[config.mk]
export PLATFORM = sky130hd
export DESIGN_NAME = pipe_stage_skid
export DESIGN_NICKNAME = d
export VERILOG_FILES = /design/src/rtl/pipe_pkg.sv /design/src/rtl/pipe_skid_slot.sv /design/src/rtl/pipe_stage_skid.sv
export SDC_FILE = /design/constraint.sdc
export NUM_CORES = 1
export LEC_CHECK = 0
export ABC_AREA = 1
export CAP_MARGIN = 20
export CORE_MARGIN = 10
export CORE_UTILIZATION = 30
export CTS_BUF_LIST = sky130_fd_sc_hd__clkbuf_8
export CTS_CLUSTER_DIAMETER = 40
export DETAILED_ROUTE_END_ITERATION = 10
export PLACE_DENSITY = 0.54
export SLEW_MARGIN = 10
export SYNTH_ARGS = -nofsm -noshare
export SYNTH_HDL_FRONTEND = slang
export SYNTH_SLANG_ARGS = --single-unit
[constraint.sdc]
create_clock -name clk -period 1.5 [get_ports clk]
set_clock_uncertainty 0.05 [all_clocks]
set_input_delay 0.225 -clock clk [delete_from_list [all_inputs] [get_ports clk]]
set_output_delay 0.225 -clock clk [all_outputs]
set_load 0.005 [all_outputs]
[src/rtl/pipe_pkg.sv]
// Shared definitions for the skid-buffered pipeline stage.
//
// Contents:
//   slot_state_e : per-slot handshake state (EMPTY / BUSY / FULL)
//   MAX_STAGES   : largest supported chain length
//   occ_width()  : width of an occupancy counter for a given chain length
package pipe_pkg;

    typedef enum logic [1:0] {
        EMPTY = 2'b00,
        BUSY  = 2'b01,
        FULL  = 2'b10
    } slot_state_e;

    localparam int MAX_STAGES = 8;

    // A chain of n slots holds 0..2n beats, so 2n+1 distinct counts.
    function automatic int occ_width(input int stages);
        return $clog2(2 * stages + 1);
    endfunction

endpackage

[src/rtl/pipe_skid_slot.sv]
// One register slot with a 2-entry skid buffer.
//
// Ports:
//   clk, rst_n             : clock, asynchronous active-low reset
//   flush                  : synchronous discard of held beats
//   in_data/in_valid       : upstream beat
//   in_ready               : slot can accept (pure decode of the state register)
//   out_data/out_valid     : downstream beat (out_data is the main register)
//   out_ready              : downstream accepts
//   occ                    : beats held in this slot (0, 1 or 2)
module pipe_skid_slot
    import pipe_pkg::*;
#(
    parameter int               WIDTH     = 64,
    parameter logic [WIDTH-1:0] RESET_VAL = '0
) (
    input  logic             clk,
    input  logic             rst_n,
    input  logic             flush,
    input  logic [WIDTH-1:0] in_data,
    input  logic             in_valid,
    output logic             in_ready,
    output logic [WIDTH-1:0] out_data,
    output logic             out_valid,
    input  logic             out_ready,
    output logic [1:0]       occ
);

    slot_state_e      state_q, state_d;
    logic [WIDTH-1:0] main_q, main_d;
    logic [WIDTH-1:0] skid_q, skid_d;

    always_ff @(posedge clk or negedge rst_n) begin
        if (!rst_n) begin
            state_q <= EMPTY;
            main_q  <= RESET_VAL;
            skid_q  <= RESET_VAL;
        end else begin
            state_q <= state_d;
            main_q  <= main_d;
            skid_q  <= skid_d;
        end
    end

    // Flush only resets the state; data registers keep their contents, and
    // no write happens on a flush edge so an offered beat is never stored.
    always_comb begin
        state_d = state_q;
        main_d  = main_q;
        skid_d  = skid_q;
        if (flush) begin
            state_d = EMPTY;
        end else begin
            case (state_q)
                EMPTY: begin
                    if (in_valid) begin
                        main_d  = in_data;
                        state_d = BUSY;
                    end
                end
                BUSY: begin
                    if (in_valid && out_ready) begin
                        main_d = in_data;
                    end else if (in_valid) begin
                        skid_d  = in_data;
                        state_d = FULL;
                    end else if (out_ready) begin
                        state_d = EMPTY;
                    end
                end
                FULL: begin
                    // The skid entry only ever refills main; in_data is ignored.
                    if (out_ready) begin
                        main_d  = skid_q;
                        state_d = BUSY;
                    end
                end
                default: state_d = EMPTY;
            endcase
        end
    end

    // in_ready depends only on the state register, so a stalled consumer
    // never creates a combinational path back to the producer.
    assign in_ready  = (state_q != FULL);
    assign out_valid = (state_q != EMPTY);
    assign out_data  = main_q;
    assign occ       = (state_q == FULL) ? 2'd2 :
                       (state_q == BUSY) ? 2'd1 : 2'd0;

endmodule

[src/rtl/pipe_stage_skid.sv]
// Parametrised pipeline register: STAGES skid-buffered slots in a chain.
//
// Ports:
//   clk, rst_n          : clock, asynchronous active-low reset
//   flush               : synchronous flush, empties every slot
//   in_data/in_valid    : upstream beat into slot 0
//   in_ready            : slot 0 can accept (registered)
//   out_data/out_valid  : downstream beat from the last slot
//   out_ready           : downstream accepts
//   occupancy           : total beats held across all slots
module pipe_stage_skid
    import pipe_pkg::*;
#(
    parameter int               WIDTH     = 64,
    parameter int               STAGES    = 1,
    parameter logic [WIDTH-1:0] RESET_VAL = '0
) (
    input  logic                           clk,
    input  logic                           rst_n,
    input  logic                           flush,
    input  logic [WIDTH-1:0]               in_data,
    input  logic                           in_valid,
    output logic                           in_ready,
    output logic [WIDTH-1:0]               out_data,
    output logic                           out_valid,
    input  logic                           out_ready,
    output logic [occ_width(STAGES)-1:0]   occupancy
);

    localparam int OCC_W = occ_width(STAGES);

    // Link k sits in front of slot k; link STAGES is the downstream port.
    logic [WIDTH-1:0] link_data  [STAGES+1];
    logic             link_valid [STAGES+1];
    logic             link_ready [STAGES+1];
    logic [1:0]       slot_occ   [STAGES];
    logic [OCC_W-1:0] occ_sum;

    assign link_data[0]       = in_data;
    assign link_valid[0]      = in_valid;
    assign in_ready           = link_ready[0];
    assign out_data           = link_data[STAGES];
    assign out_valid          = link_valid[STAGES];
    assign link_ready[STAGES] = out_ready;

    for (genvar k = 0; k < STAGES; k++) begin : g_slot
        pipe_skid_slot #(
            .WIDTH     (WIDTH),
            .RESET_VAL (RESET_VAL)
        ) u_slot (
            .clk       (clk),
            .rst_n     (rst_n),
            .flush     (flush),
            .in_data   (link_data[k]),
            .in_valid  (link_valid[k]),
            .in_ready  (link_ready[k]),
            .out_data  (link_data[k+1]),
            .out_valid (link_valid[k+1]),
            .out_ready (link_ready[k+1]),
            .occ       (slot_occ[k])
        );
    end

    // Occupancy is derived from slot states rather than a separate counter,
    // so it cannot drift from what the slots actually hold.
    always_comb begin
        occ_sum = '0;
        for (int k = 0; k < STAGES; k++) begin
            occ_sum = occ_sum + OCC_W'(slot_occ[k]);
        end
    end

    assign occupancy = occ_sum;

endmodule
==> metrics.md <==
| Metric | Value |
|---|---|
| Max-slew violation count | `0` |
| H-Tree Depth | `4` |
| Via count | `5473` |
| Unique masters post-synth | `13` |
| Pre-CTS WS | `-236 ps` |
| First-pass GRT wire length | `31500 um` |
| CP Cell Sequence | `buf_6, buf_6, o21ai_4, buf_6, nand2_8, buf_12, buf_16, nand2_1, nand2_1` |
| Max FO, Critical Path | `8` |
| CTS tree | `done` |
| Num rows | `51` |
| Most frequent CP cell | `buf_6` |
| Worst-Margin Slew | `340 ps` |
| Top Usage Layer GRT | `met2` |
| Worst Setup End Kind | `flop` |
| Critical Path Source Type | `flop` |
| Clock tree buffer depth | `2` |
| Clk pin slew, worst setup/hold paths | `80 ps` |
| FF-to-FF End | `g_slot[0].u_slot.out_data[26]` |
| Port buffer count | `136` |
| Share of layout cells above drive strength 1 | `0.136` |
| Critical Path AT | `1890 ps` |
| Post-route setup TNS | `-7810 ps` |
| Fin crit share | `1.07` |
| Grt ovf | `0` |
| Worst R2R Start | `g_slot[0].u_slot.state_q[1]` |
| Inserted Diodes | `0` |
| PD cells | `1240 nW/um^2` |
| Max VDD drop | `0.510 mV` |
| Max stage delay on crit path | `440 ps` |
| DP Wirelength | `12000 um` |
| Initial Util | `0.305` |
| Clk_lat worst skew | `440 ps` |
| P_leak | `4.84 nW` |
| Failing checks | `setup timing` |
| Routability Congestion | `0.774` |
| Synth top area cells | `dfrtp_1 55%, nand2_1 33%, nand3_1 5.6%` |
| Most frequent cells in the layout | `506 x nand2_1, 128 x dfrtp_1, 67 x clkdlybuf4s50_1, 65 x nand3_1, 64 x dlygate4sd2_1` |
| Highest Clock Rate | `623 MHz` |
| Synth area leader | `dfrtp_1` |
| Non-filler cells, final | `1243` |
| Die H | `161 um` |
| Syn. warnings | `0` |
| Largest net degree at the start of global routing | `36` |
| Post-route worst setup slack | `-105 ps` |
| Placed instance count | `1171` |
| Pre-antenna DRT Iters | `4` |
| Reg2Reg Setup Slack | `-110 ps` |
| Synth Cell Area | `5940 um^2` |
| Clk root buf | `clkbuf_8` |
| Setup CP Type | `flop to flop` |
| Delay-heaviest family, CP | `buffers and inverters` |
| Worst Hold Class | `primary input to asynchronous set/reset pin` |
| Met3 Use GR | `0.0417` |
| CP Depth | `9` |
| Most common cell after layout, fill and taps aside | `nand2_1` |
| Final #Nets | `1034` |
| Hold Fails Final Rpt | `0` |
| #FFs+latches synth | `130` |
| I/O Pins | `137` |
| DR vias/cell | `4.40` |
| Yosys top cell area share | `0.548` |
| GRT Total Usage | `0.153` |
| Syn_nets | `853` |
| GR Util met1 | `0.198` |
| Post-synthesis cell count | `784` |
| Routed WL per cell | `15.7 um` |
| Area of the core | `19500 um^2` |
| WL final | `19600 um` |
| Relative slew slack | `0.773` |
| P&R area growth vs syn | `51.4%` |
| Vias in the first global route | `5550` |
| CTS Buf Count | `17` |
| Worst R2R Path Depth | `9` |
| Post-route DRC | `0` |
| Worst path bufs/invs | `5` |
| Outcome | `finished, violations left` |
| First DRT Iteration DRCs | `349` |
| Chip width | `161 um` |
| DP Area | `7740 um^2` |
| RSZ-0062 raised after global routing | `true` |
| Fin area | `8990 um^2` |
| Clock sink count | `130` |
| Total die area | `25800 um^2` |
| Post-synthesis sequential area ratio | `0.548` |
| Post-route ant nets | `0` |
| Initial antenna violation count | `0` |
| Max-cap violations | `0` |
| Mean post-synth cell area | `7.58 um^2` |
| WP data required | `1790 ps` |
| Slowest cell on crit path | `dfrtp_2` |
| Setup violators final | `132` |
| GRT met2 Usage | `0.245` |
| Period minus WS final | `1610 ps` |
logic make-up after synthesis:
logic type / after synthesis / synth area share
compound gates: 1 / 0.000842
simple gates: 600 / 0.394
flops: 130 / 0.548
buf+inv: 53 / 0.0575
power by group:
group | internal, mW | switching (mW)
Clock | 1.87 | 1.40
Combinational | 1.48 | 1.36
Sequential | 4.51 | 0.533
Total | 7.87 | 3.29
stage by stage:
stage / hold WS (ps) / utilization / power [mW]
2_1_floorplan: -121 / - / 6.19
6_report: 184 / 0.462 / 11.2
5_1_grt: 198 / 0.462 / 11.9
3_3_place_gp: 93.1 / 0.398 / 7.76
3_5_place_dp: 92.8 / 0.398 / 7.80
4_1_cts: 170 / 0.457 / 11.3
cell type report:
| cell class | count | area [um^2] |
|---|---|---|
| multi-input cells | 602 | 2470 |
| fillers | 2009 | 10500 |
| clock inverters | 13 | 169 |
| flip-flops and latches | 130 | 3260 |
| repair buffers | 209 | 2480 |
| well taps | 265 | 332 |
| inverters | 5 | 21.3 |
| clock buffers | 19 | 262 |
synthesized netlist by cell type:
library cell  count
buf_2            27
buf_4             7
buf_6            11
clkbuf_1          3
dfrtp_1         130
inv_1             3
inv_2             2
nand2_1         521
nand3_1          66
nand4_1           1
nor2_1           11
nor2_2            1
o21ai_1           1
state kept, by name, indices dropped and copies added (netlist names):
signal                  flops
g_slot.u_slot.out_data     64
g_slot.u_slot.skid_q       64
g_slot.u_slot.state_q       2
timing repair:
item	4_1_cts	5_1_grt
resized for setup	134	18
hold buffers	1	0
setup endpoints to repair	113	134
endpoints found under the hold margin	130	0
setup buffers	25	1
pin swaps	6	2
gates cloned	13	1
how the worst max path moves through the flow:
stage | from | endpoint
floorplan | g_slot[0].u_slot.state_q[0] | g_slot[0].u_slot.skid_q[0]
global placement | flush | g_slot[0].u_slot.out_data[43]
finish | g_slot[0].u_slot.state_q[1] | g_slot[0].u_slot.out_data[26]
CTS | g_slot[0].u_slot.state_q[1] | occupancy[0]
global route | g_slot[0].u_slot.state_q[1] | g_slot[0].u_slot.skid_q[3]
detailed placement | in_valid | g_slot[0].u_slot.skid_q[35]
routing by layer:
layer | part of all wire | routed length [um]
met1 | 0.46 | 9010
met2 | 0.47 | 9270
met3 | 0.050 | 980
met4 | 0.015 | 301
met5 | 0 | 0
No activity file was read; power rests on OpenSTA's default activity.
